==> src/rtl/layer_out_serializer_if.sv <==
// Handshake bundle between a layer's parallel neuron outputs and the serializer.
// out_ready is present only when SER_READY_EN is defined.
interface layer_out_serializer_if #(
  parameter int NUM_NEURONS = 30,
  parameter int DATA_WIDTH  = 16
);
  logic                              in_valid;
  logic [NUM_NEURONS*DATA_WIDTH-1:0] in_data;
  logic [DATA_WIDTH-1:0]             out_data;
  logic                              out_valid;
  logic                              out_last;
  logic                              busy;
  logic                              overflow;
`ifdef SER_READY_EN
  logic                              out_ready;

  modport slave (
    input  in_valid, in_data, out_ready,
    output out_data, out_valid, out_last, busy, overflow
  );
  modport master (
    output in_valid, in_data, out_ready,
    input  out_data, out_valid, out_last, busy, overflow
  );
`else
  modport slave (
    input  in_valid, in_data,
    output out_data, out_valid, out_last, busy, overflow
  );
  modport master (
    output in_valid, in_data,
    input  out_data, out_valid, out_last, busy, overflow
  );
`endif
endinterface

==> src/rtl/layer_out_serializer.sv <==
// Serializes a captured vector of NUM_NEURONS words onto a one-word stream.
// Optional SER_READY_EN macro adds out_ready backpressure.
module layer_out_serializer #(
  parameter int NUM_NEURONS = 30,
  parameter int DATA_WIDTH  = 16
) (
  input  logic                   clk,
  input  logic                   rst,
  layer_out_serializer_if.slave  bus
);

  localparam int IW = $clog2(NUM_NEURONS + 1);
  localparam int VW = NUM_NEURONS * DATA_WIDTH;
  localparam logic [IW-1:0] LAST_IDX = IW'(NUM_NEURONS - 1);

  typedef enum logic {
    IDLE  = 1'b0,
    SHIFT = 1'b1
  } state_t;

  state_t                state_q,    state_d;
  logic [IW-1:0]         index_q,    index_d;
  logic [VW-1:0]         hold_q,     hold_d;
  logic [DATA_WIDTH-1:0] out_data_q, out_data_d;
  logic                  out_valid_q, out_valid_d;
  logic                  out_last_q,  out_last_d;
  logic                  overflow_q,  overflow_d;

  logic ready;
  logic xfer;
  logic last_xfer;
  logic capture;

`ifdef SER_READY_EN
  assign ready = bus.out_ready;
`else
  assign ready = 1'b1;
`endif

  always_comb begin
    state_d     = state_q;
    index_d     = index_q;
    hold_d      = hold_q;
    out_data_d  = out_data_q;
    out_valid_d = out_valid_q;
    out_last_d  = out_last_q;
    overflow_d  = overflow_q;

    xfer      = out_valid_q & ready;
    last_xfer = xfer && (index_q == LAST_IDX);
    // A new vector is accepted when idle or exactly on the last-word transfer.
    capture   = bus.in_valid && ((state_q == IDLE) || last_xfer);

    if (capture) begin
      hold_d      = bus.in_data;
      index_d     = '0;
      state_d     = SHIFT;
      out_valid_d = 1'b1;
      out_data_d  = bus.in_data[DATA_WIDTH-1:0];
      out_last_d  = (NUM_NEURONS == 1);
    end else if (last_xfer) begin
      state_d     = IDLE;
      index_d     = '0;
      out_valid_d = 1'b0;
      out_last_d  = 1'b0;
    end else if (xfer) begin
      index_d     = index_q + 1'b1;
      out_data_d  = hold_q[int'(index_d)*DATA_WIDTH +: DATA_WIDTH];
      out_last_d  = (index_d == LAST_IDX);
    end

    if (bus.in_valid && (state_q == SHIFT) && !last_xfer) begin
      overflow_d = 1'b1;
    end
  end

  always_ff @(posedge clk) begin
    if (rst) begin
      state_q     <= IDLE;
      index_q     <= '0;
      hold_q      <= '0;
      out_data_q  <= '0;
      out_valid_q <= 1'b0;
      out_last_q  <= 1'b0;
      overflow_q  <= 1'b0;
    end else begin
      state_q     <= state_d;
      index_q     <= index_d;
      hold_q      <= hold_d;
      out_data_q  <= out_data_d;
      out_valid_q <= out_valid_d;
      out_last_q  <= out_last_d;
      overflow_q  <= overflow_d;
    end
  end

  assign bus.out_data  = out_data_q;
  assign bus.out_valid = out_valid_q;
  assign bus.out_last  = out_last_q;
  assign bus.busy      = (state_q == SHIFT);
  assign bus.overflow  = overflow_q;

endmodule
==> src/flat_wrapper.sv <==
// flat-port wrapper written by rule: the top's interface ports become plain ports
module layer_out_serializer_flat 
#(
  parameter int NUM_NEURONS = 30,
  parameter int DATA_WIDTH  = 16
)
  (clk, rst, bus_in_valid, bus_in_data, bus_out_data, bus_out_valid, bus_out_last, bus_busy, bus_overflow);
  layer_out_serializer_if #(.NUM_NEURONS(NUM_NEURONS), .DATA_WIDTH(DATA_WIDTH)) bus_i ();
  input  logic clk;
  input  logic rst;
  input wire logic [$bits(bus_i.in_valid)-1:0] bus_in_valid;
  input wire logic [$bits(bus_i.in_data)-1:0] bus_in_data;
  output wire logic [$bits(bus_i.out_data)-1:0] bus_out_data;
  output wire logic [$bits(bus_i.out_valid)-1:0] bus_out_valid;
  output wire logic [$bits(bus_i.out_last)-1:0] bus_out_last;
  output wire logic [$bits(bus_i.busy)-1:0] bus_busy;
  output wire logic [$bits(bus_i.overflow)-1:0] bus_overflow;
  assign bus_i.in_valid = bus_in_valid;
  assign bus_i.in_data = bus_in_data;
  assign bus_out_data = bus_i.out_data;
  assign bus_out_valid = bus_i.out_valid;
  assign bus_out_last = bus_i.out_last;
  assign bus_busy = bus_i.busy;
  assign bus_overflow = bus_i.overflow;
  layer_out_serializer #(.NUM_NEURONS(NUM_NEURONS), .DATA_WIDTH(DATA_WIDTH)) u_core (.clk(clk), .rst(rst), .bus(bus_i));
endmodule
==> config.mk <==
export PLATFORM = sky130hd
export DESIGN_NAME = layer_out_serializer_flat
export DESIGN_NICKNAME = d
export VERILOG_FILES = /design/src/rtl/layer_out_serializer_if.sv /design/src/rtl/layer_out_serializer.sv /design/src/flat_wrapper.sv
export SDC_FILE = /design/constraint.sdc
export NUM_CORES = 1
export LEC_CHECK = 0
export BUFFER_PORTS_ARGS = -buffer_cell sky130_fd_sc_hd__buf_2
export CAP_MARGIN = 20
export CORE_UTILIZATION = 40
export DETAILED_ROUTE_END_ITERATION = 10
export GPL_TIMING_DRIVEN = 0
export PLACE_DENSITY_LB_ADDON = 0.15
export SYNTH_ARGS = -nofsm -noshare
export SYNTH_HDL_FRONTEND = slang
export SYNTH_SLANG_ARGS = --single-unit
==> constraint.sdc <==
create_clock -name clk -period 7.9 [get_ports clk]
set_input_delay 1.185 -clock clk [delete_from_list [all_inputs] [get_ports clk]]
set_output_delay 1.185 -clock clk [all_outputs]
set_load 0.01 [all_outputs]
* After elaboration in Yosys (flattened, before gate mapping)
Index checks and enable logic that the tools add are counted.
** Storage, ports and cells
- Bits in registers :: 504
- Bits of input ports :: 483
- Logic and storage cells :: 27
- Output and inout bits :: 20
** Cells by class
- Mux-type cells :: 5
- Add/subtract/negate cells :: 1
- Shift-type cells :: 1
- Reduce and logical (&&, ||, !) cells :: 10
- Equality and inequality tests :: 3
- Bitwise gates (word level) :: 1
** Operators by type and width (number)
- 480-bit by 10-bit indexed part select with 16-bit output :: 1
- 16-bit 2-to-1 mux :: 3
- 5-bit equality test (second input constant) :: 2
- 5-bit by 1-bit adder with 5-bit output (second input constant) :: 1
- 1-bit logical AND :: 4
- 2-bit nonzero test :: 2
- 3-bit OR reduction :: 1
- 1-bit 2-to-1 mux :: 2
- 2-bit != test (second input constant) :: 1
- 2-bit AND reduction :: 1
- 1-bit zero test :: 1
- 1-bit logical OR :: 1
- 1-bit inverter :: 1

* Depth between registers and ports, before layout
Gate-level depths: netlist of the first run.
- Depth after elaboration :: 6
- Mapped depth :: 13
- Gate-level depth less buffers :: 7

* Worst setup path before layout of the first run
Ideal clock, no wire load.
- Path type :: flip-flop to flip-flop
- From :: register u_core.index_q[0]
- To :: register u_core.out_data_q[0], in the netlist u_core.bus.out_data[0]
- Slack :: 5.114 ns
- Buffers on the path :: 5
- Required time :: 7.778 ns
- Data arrival time :: 2.665 ns
- Library setup time :: 0.122 ns
- Clock period less this slack :: 2.786 ns
- Cell stages (with the launch flop) :: 12
- Cells stage by stage :: dfxtp_1 > buf_2 > buf_2 > buf_2 > inv_1 > ha_1 > buf_6 > buf_2 > mux4_2 > mux2i_1 > o22ai_1 > a221o_1
** On the way
- Word-level cells in the longest chain between the ends :: 6
- Elaborated cells between the ends (all ways) :: 12
- Classes of those cells :: add/sub: 1; eq/ne: 2; shift: 1; mux: 3; reduce/logical: 5
** RTL lines
- from (decl) :: line layer_out_serializer.sv:22 : logic [IW-1:0] index_q, index_d;
- from (signal assigned) :: line layer_out_serializer.sv:88 : index_q <= index_d;
- branches (longest 6 deep; another with 5-bit by 1-bit adder with 5-bit output)
- to (signal assigned) :: line layer_out_serializer.sv:90 : out_data_q <= out_data_d;
- to (decl) :: line layer_out_serializer.sv:24 : logic [DATA_WIDTH-1:0] out_data_q, out_data_d;
Parallel ways; which one is timed is not known. The select of a mux whose other input is x is not followed.
A chain may end at the register's enable or synchronous reset.

* Final worst setup path of the first run
- From :: register u_core.index_q[0]
- To :: register u_core.out_data_q[4], in the netlist u_core.bus.out_data[4]
The elaborated chain is that of the path after synthesis.

==> summary.txt, run 1 <==
Floorplanning
  – CORE AREA: 52550 um^2
  – Initial core utilization: 40.40%
  – Row cnt: 84
  – Die Wd: 232.4 um
  – Die ar.: 54000 um^2
  – Die Y: 232.4 um
  – IO Count: 503

Logic synthesis
  – FF+latch count, synth: 504
  – Ys async rst share: 0%
  – Post-synth top cells: nand2_1, dfxtp_1, a21oi_1
  – Most instantiated library cell after synthesis: nand2_1
  – Syn Inst Count: 2482
  – Synth area leader: dfxtp_1
  – Post-synth EDFFs: 0
  – Sequential share of the synthesized area: 47.52%
  – Unique masters post-synth: 32
  – Synth top area share: 47.52%
  – Syn_nets: 2968
  – Ys Warns: 0
  – Syn Std Cell Area: 21230 um^2
  – Top_reg_cell synth: dfxtp_1
  – Mapped Avg Cell Area: 8.554 um^2
  – Cells taking the most area after synthesis: dfxtp_1, nand2_1, mux4_2, a21oi_1, clkbuf_1

Routing
  – 1st-pass router iterations: 5
  – Post-Route WL: 81670 um
  – Initial detailed-routing violation count: 1577
  – Via/cell ratio: 5.373
  – Final antenna-violating net count: 0
  – DR vias: 20250
  – # DRC: 0
  – Routed len/inst: 21.67 um

Clock network
  – CTS tree: built
  – Hold buffers post-CTS: 0
  – Worst-path clk slew: 0.06 ns
  – Post-cts resize count: 0
  – Root Driver: clkbuf_16
  – Max clock buf depth: 3
  – Clock sink count: 504
  – CTS buffer count: 53
  – Setup Buffers After CTS: 0
  – H-tree depth: 2
  – Worst-Skew Late Latency: 0.60 ns

Worst setup path
  – Worst Path Buf+Inv: 8
  – Critical Path Fanout Max: 10
  – Setup CP Type: reg -> reg
  – CP delay by family, top: buffers and inverters
  – Critical path cell sequence: buf_2 -> buf_2 -> buf_2 -> inv_1 -> ha_1 -> buf_6 -> buf_6 -> buf_4 -> nor2_2 -> buf_2 -> a221oi_1 -> a311oi_1 -> a221o_1
  – CP max-delay cell: a221oi_1
  – Crit path capture type: register
  – Worst EP required: 8.39 ns
  – Most frequent cell on the critical path: buf_2
  – Startpoint types: register
  – Critical path arrival: 4.57 ns
  – CP max stage delay: 0.73 ns

Pwr
  – Clock power frac: 41.6%
  – Comb pwr share: 13.1%
  – Pint: 4.503 mW
  – Leak: 10.47 nW
  – Switching Share: 26.40%
  – PD cells: 231.9 nW/um^2
  – Switching power: 1.615 mW
  – Sequential Power Share: 45.3%
  – Worst vdd ir: 168.7 uV
  – Tot Pwr: 6.118 mW

Place
  – Pre-CTS WS: 3.852 ns
  – Port Buffers: 501
  – RePlAce Congestion: 0.9842
  – Final HPWL DP: 65150 um
  – DP Cell Count: 3671

Global route
  – Total Routing Usage GR: 29.51%
  – Largest net degree at the start of global routing: 14
  – Via count of the first global-routing pass: 19530
  – Initial antenna violation count: 4
  – First-pass GRT wire length: 117700 um
  – Grt total ovfl: 0

Timing
  – Final worst slack: 3.821 ns
  – Clock skew: 0.01910 ns
  – FMAX: 245.2 MHz
  – Hold_ws: 0.4510 ns
  – Final Cycle Share: 51.63%
  – Setup_tns: 0 ns
  – RSZ-0062 raised after global routing: false
  – Worst Tran Pin Value: 0.8320 ns
  – Slew Viols, Final: 0
  – Final setup violation count: 0
  – Tmin final: 4.079 ns
  – Final hold vios: 0
  – Worst slew margin: 44.54%

Flow run
  – Max-cap violations: 0

Hold path
  – Worst hold-check path type: reg -> reg

Final layout
  – Synth-to-layout area growth: 24.23%
  – Nets: 3524
  – Non-filler instance count after layout: 3769
  – Share of cells above drive strength 1: 26.50%

Status
  – Run status: complete, no violations
worst paths after layout:
path	startpoint	to	slack (ns)	depth (start not counted)
max	u_core.index_q[0]$_SDFFE_PP0P_	u_core.bus.out_data[4]$_SDFFE_PP0P_	3.82	13
min	u_core.hold_q[367]$_SDFFE_PP0P_	u_core.hold_q[367]$_SDFFE_PP0P_	0.45	2
max reg2reg	u_core.index_q[0]$_SDFFE_PP0P_	u_core.bus.out_data[4]$_SDFFE_PP0P_	3.82	13
min reg2reg	u_core.hold_q[367]$_SDFFE_PP0P_	u_core.hold_q[367]$_SDFFE_PP0P_	0.45	2
worst register-to-register path, delay by kind of cell (launching register included):
| family | cells | cell delay [ns] |
|---|---|---|
| adders and majority gates | 1 | 0.31 |
| buffers and inverters | 8 | 1.99 |
| DFF | 1 | 0.35 |
| AOI/OAI and AO/OA | 3 | 1.20 |
| and+or+nand+nor | 1 | 0.14 |
routing by layer:
| layer | part of all wire (%) | vias to the layer above | GRT usage [%] |
|---|---|---|---|
| li1 | - | 9534 | - |
| met1 | 43 | 9818 | 39.53 |
| met2 | 47 | 775 | 48.54 |
| met3 | 6.7 | 121 | 4.779 |
| met4 | 3.0 | 4 | 9.108 |
| met5 | 0.038 | - | 0 |
state kept, by name, summed over array words and instances, names as in the netlist:
signal / count
u_core.bus.busy: 1
u_core.bus.overflow: 1
u_core.index_q: 5
u_core.hold_q: 480
u_core.bus.out_last: 1
u_core.bus.out_data: 16
area by class of cell:
cell class                      instances  area (um^2)
Clock inverter                         22        226.5
Timing Repair Buffer                  501         2507
Sequential cell                       504        10090
Fill cell                            5136        26180
Buffer                                214        947.2
Multi-Input combinational cell       1761        10180
Inverter                                3        11.26
Tap cell                              688        860.8
Clock buffer                           74         1545
Antenna cell                            2        5.005
layout by cell type (no fill, tap or decap), types with 2 or more instances in the layout:
master	instances
nand2_1	999
buf_2	568
dfxtp_1	504
a21oi_1	482
clkbuf_1	140
mux4_2	112
clkbuf_16	53
mux2i_1	34
mux2_2	32
o22ai_1	16
a221oi_1	16
a311oi_1	16
a221o_1	16
clkbuf_8	14
clkinv_2	13
nor2_1	11
buf_4	6
xor2_1	5
buf_6	5
bufinv_16	4
inv_1	3
nand4_1	3
buf_1	3
xnor2_1	3
ha_1	3
diode_2	2
and2_1	2
nand3_1	2
clkinvlp_4	2
inv_6	2
power by group through the flow:
| stage | Combinational (mW) | Clock [mW] | Sequential (mW) |
|---|---|---|---|
| after floorplan | 0.450 | 0 | 2.79 |
| final | 0.803 | 2.55 | 2.77 |
| after global routing | 0.866 | 2.67 | 2.78 |
| after detailed placement | 0.799 | 0 | 2.82 |
| after global placement | 0.787 | 0 | 2.82 |
| after CTS | 0.802 | 2.57 | 2.77 |
metrics by stage:
| step | utilization (%) | instance area, um^2 |
|---|---|---|
| 2_1_floorplan | - | 21230 |
| 4_1_cts | 50.18 | 26370 |
| 3_3_place_gp | 46.81 | 24600 |
| 3_5_place_dp | 46.81 | 24600 |
| 6_report | 50.19 | 26380 |
| 5_1_grt | 50.19 | 26370 |
logic make-up (layout without fill, tap and decap cells):
group                    count (synthesis)  count (layout)  share of synthesized area, %
AO/OA/AOI/OAI                          550             550                         14.03
XOR/XNOR                                 8               8                        0.3300
adder cells (fa/ha/maj)                  3               3                        0.1768
buffers and inverters                  217             814                         4.514
flip-flops                             504             504                         47.52
multiplexers                           178             178                         15.18
other                                    0               2                             0
AND/OR/NAND/NOR                       1022            1022                         18.24
(Power assumes the default switching activity.)
==> run 2: changes to the inputs <==
- clock period: 7.9 -> 3.44 ns (I/O delays scaled with it)
==> summary.txt, run 2 (same netlist as run 1, synthesis figures left out) <==
Timing
  – Final hold vios: 0 (unchanged)
  – Clock skew: 0.01707 ns (was 0.01910 ns)
  – Slew Viols, Final: 0 (unchanged)
  – Final Cycle Share: 97.97% (was 51.63%)
  – Final worst slack: 0.06983 ns (was 3.821 ns)
  – Tmin final: 3.370 ns (was 4.079 ns)
  – FMAX: 296.7 MHz (was 245.2 MHz)
  – Worst Tran Pin Value: 0.9311 ns (was 0.8320 ns)
  – Final setup violation count: 0 (unchanged)
  – Worst slew margin: 37.93% (was 44.54%)

Clock network
  – Max clock buf depth: 3 (unchanged)
  – Root Driver: clkbuf_16 (unchanged)
  – Worst-Skew Late Latency: 0.60 ns (about the same)
  – Clock sink count: 504 (unchanged)
  – H-tree depth: 2 (unchanged)
  – Hold buffers post-CTS: 0 (unchanged)
  – CTS buffer count: 53 (unchanged)
  – Worst-path clk slew: 0.06 ns (about the same)
  – CTS tree: built (unchanged)

Floorplanning
  – Initial core utilization: 40.40% (unchanged)
  – Row cnt: 84 (unchanged)
  – Die Y: 232.4 um (unchanged)
  – Die ar.: 54000 um^2 (unchanged)
  – IO Count: 503 (unchanged)
  – CORE AREA: 52550 um^2 (unchanged)
  – Die Wd: 232.4 um (unchanged)

Hold path
  – Hold Crit Depth: 3 (was 2)
  – Worst hold-check path type: in -> reg (was reg -> reg)
  – Hold path endpoint: u_core.hold_q[135]$_SDFFE_PP0P_ (was u_core.hold_q[367]$_SDFFE_PP0P_)
  – Hold Path Origin: bus_in_data[135] (was u_core.hold_q[367]$_SDFFE_PP0P_)

Worst setup path
  – Setup CP Type: reg -> reg (unchanged)
  – Crit path capture type: register (unchanged)
  – Critical Path Fanout Max: 10 (unchanged)
  – Startpoint types: register (unchanged)
  – Worst flop-to-flop path startpoint: u_core.index_q[0]$_SDFFE_PP0P_ (unchanged)
  – Critical path arrival: 3.85 ns (was 4.57 ns)
  – Worst r2r path cells: 11 (was 13)
  – RR Endpoint: u_core.bus.out_data[0]$_SDFFE_PP0P_ (was u_core.bus.out_data[4]$_SDFFE_PP0P_)
  – Reg2reg setup slack: 0.07 ns (was 3.82 ns)
  – Worst EP required: 3.92 ns (was 8.39 ns)

Place
  – Dpl cell area: 24600 um^2 (unchanged)
  – Final HPWL DP: 65150 um (unchanged)
  – Pre-CTS WS: -0.6076 ns (was 3.852 ns)
  – DP Cell Count: 3671 (unchanged)
  – RePlAce Congestion: 0.9842 (unchanged)
  – Port Buffers: 501 (unchanged)

Final layout
  – Nets: 3524 (unchanged)
  – Non-filler instance count after layout: 3769 (unchanged)
  – Fin area: 26590 um^2 (was 26380 um^2)
  – Max FFs per register: 480 (unchanged)
  – Synth-to-layout area growth: 25.25% (was 24.23%)
  – Fin util: 50.60% (was 50.19%)
  – Most frequent cells in the layout: nand2_1, buf_2, dfxtp_1 (unchanged)
  – Largest register by flop count: u_core.hold_q (unchanged)
  – Most common cell after layout, fill and taps aside: nand2_1 (unchanged)
  – Share of cells above drive strength 1: 27.28% (was 26.50%)

Global route
  – Via count of the first global-routing pass: 19590 (was 19530)
  – Largest net degree at the start of global routing: 14 (unchanged)
  – Initial antenna violation count: 4 (unchanged)
  – First-pass GRT wire length: 118100 um (was 117700 um)
  – Total Routing Usage GR: 29.61% (was 29.51%)
  – Grt total ovfl: 0 (unchanged)

Status
  – Run status: complete, no violations (unchanged)

Routing
  – DR vias: 20200 (was 20250)
  – Post-Route WL: 81730 um (was 81670 um)
  – # DRC: 0 (unchanged)
  – 1st-pass router iterations: 5 (unchanged)
  – Via/cell ratio: 5.359 (was 5.373)
  – Routed len/inst: 21.68 um (was 21.67 um)
  – Final antenna-violating net count: 0 (unchanged)
  – Initial detailed-routing violation count: 1598 (was 1577)

Pwr
  – Leak: 10.53 nW (was 10.47 nW)
  – Tot Pwr: 14.07 mW (was 6.118 mW)
  – PD cells: 529.3 nW/um^2 (was 231.9 nW/um^2)
  – Worst vdd ir: 388.5 uV (was 168.7 uV)

Flow run
  – Max-cap violations: 0 (unchanged)
## run 2: area by class of cell
cell class | instances | area, um^2
fillers | 5113 | 25960
clock inverters | 22 | 226.5
inverters | 3 | 11.26
clock buffers | 74 | 1545
flip-flops and latches | 504 | 10090
plain buffers | 214 | 991.0
diodes | 2 | 5.005
multi-input cells | 1761 | 10350
well taps | 688 | 860.8
repair buffers | 501 | 2507
## run 2: timing repair
action                     4_1_cts  5_1_grt
buffers inserted                 0        0
cloned                           0        0
setup endpoints to repair       16       14
gates resized for setup         33       10
## run 2: report_power, final
group          switching, mW  internal (mW)
sequential             0.190           6.17
combinational           1.11          0.756
clock                   2.42           3.43
## run 2: worst max-delay path, stage by stage (launching register included)
cell,delay [ns]
dfxtp_1,0.35
clkbuf_4,0.21
buf_8,0.19
buf_6,0.20
inv_1,0.06
ha_1,0.30
buf_6,0.14
buf_8,0.20
mux4_2,0.54
a221oi_1,0.64
a311oi_1,0.13
a221o_1,0.29
## run 2: worst max-delay path by stage
stage | slack (ns) | endpoint | start
finish | 0.07 | u_core.bus.out_data[0]$_SDFFE_PP0P_ | u_core.index_q[0]$_SDFFE_PP0P_
global route | -0.002 | u_core.bus.out_data[0]$_SDFFE_PP0P_ | u_core.index_q[0]$_SDFFE_PP0P_
CTS | 0.02 | u_core.bus.out_data[9]$_SDFFE_PP0P_ | u_core.index_q[0]$_SDFFE_PP0P_
detailed placement | -0.61 | u_core.bus.out_data[4]$_SDFFE_PP0P_ | u_core.index_q[0]$_SDFFE_PP0P_
global placement | -0.53 | u_core.bus.out_data[4]$_SDFFE_PP0P_ | u_core.index_q[0]$_SDFFE_PP0P_
floorplan | 0.65 | u_core.bus.out_data[0]$_SDFFE_PP0P_ | u_core.index_q[0]$_SDFFE_PP0P_
## run 2: per-stage QoR
step,hold WS [ns],TNS (ns)
after floorplan,0.4329,0
final,0.1490,0
after CTS,0.1304,0
after global routing,0.1427,-0.002780
after detailed placement,0.4450,-7.600
after global placement,0.4397,-7.188
## run 2: routing by layer
metal	wire [um]	vias up	track usage [%]
met5	31	-	0
met4	2516	4	9.067
met3	5919	113	4.975
met2	38220	823	48.75
met1	35040	9720	39.56
li1	-	9539	-
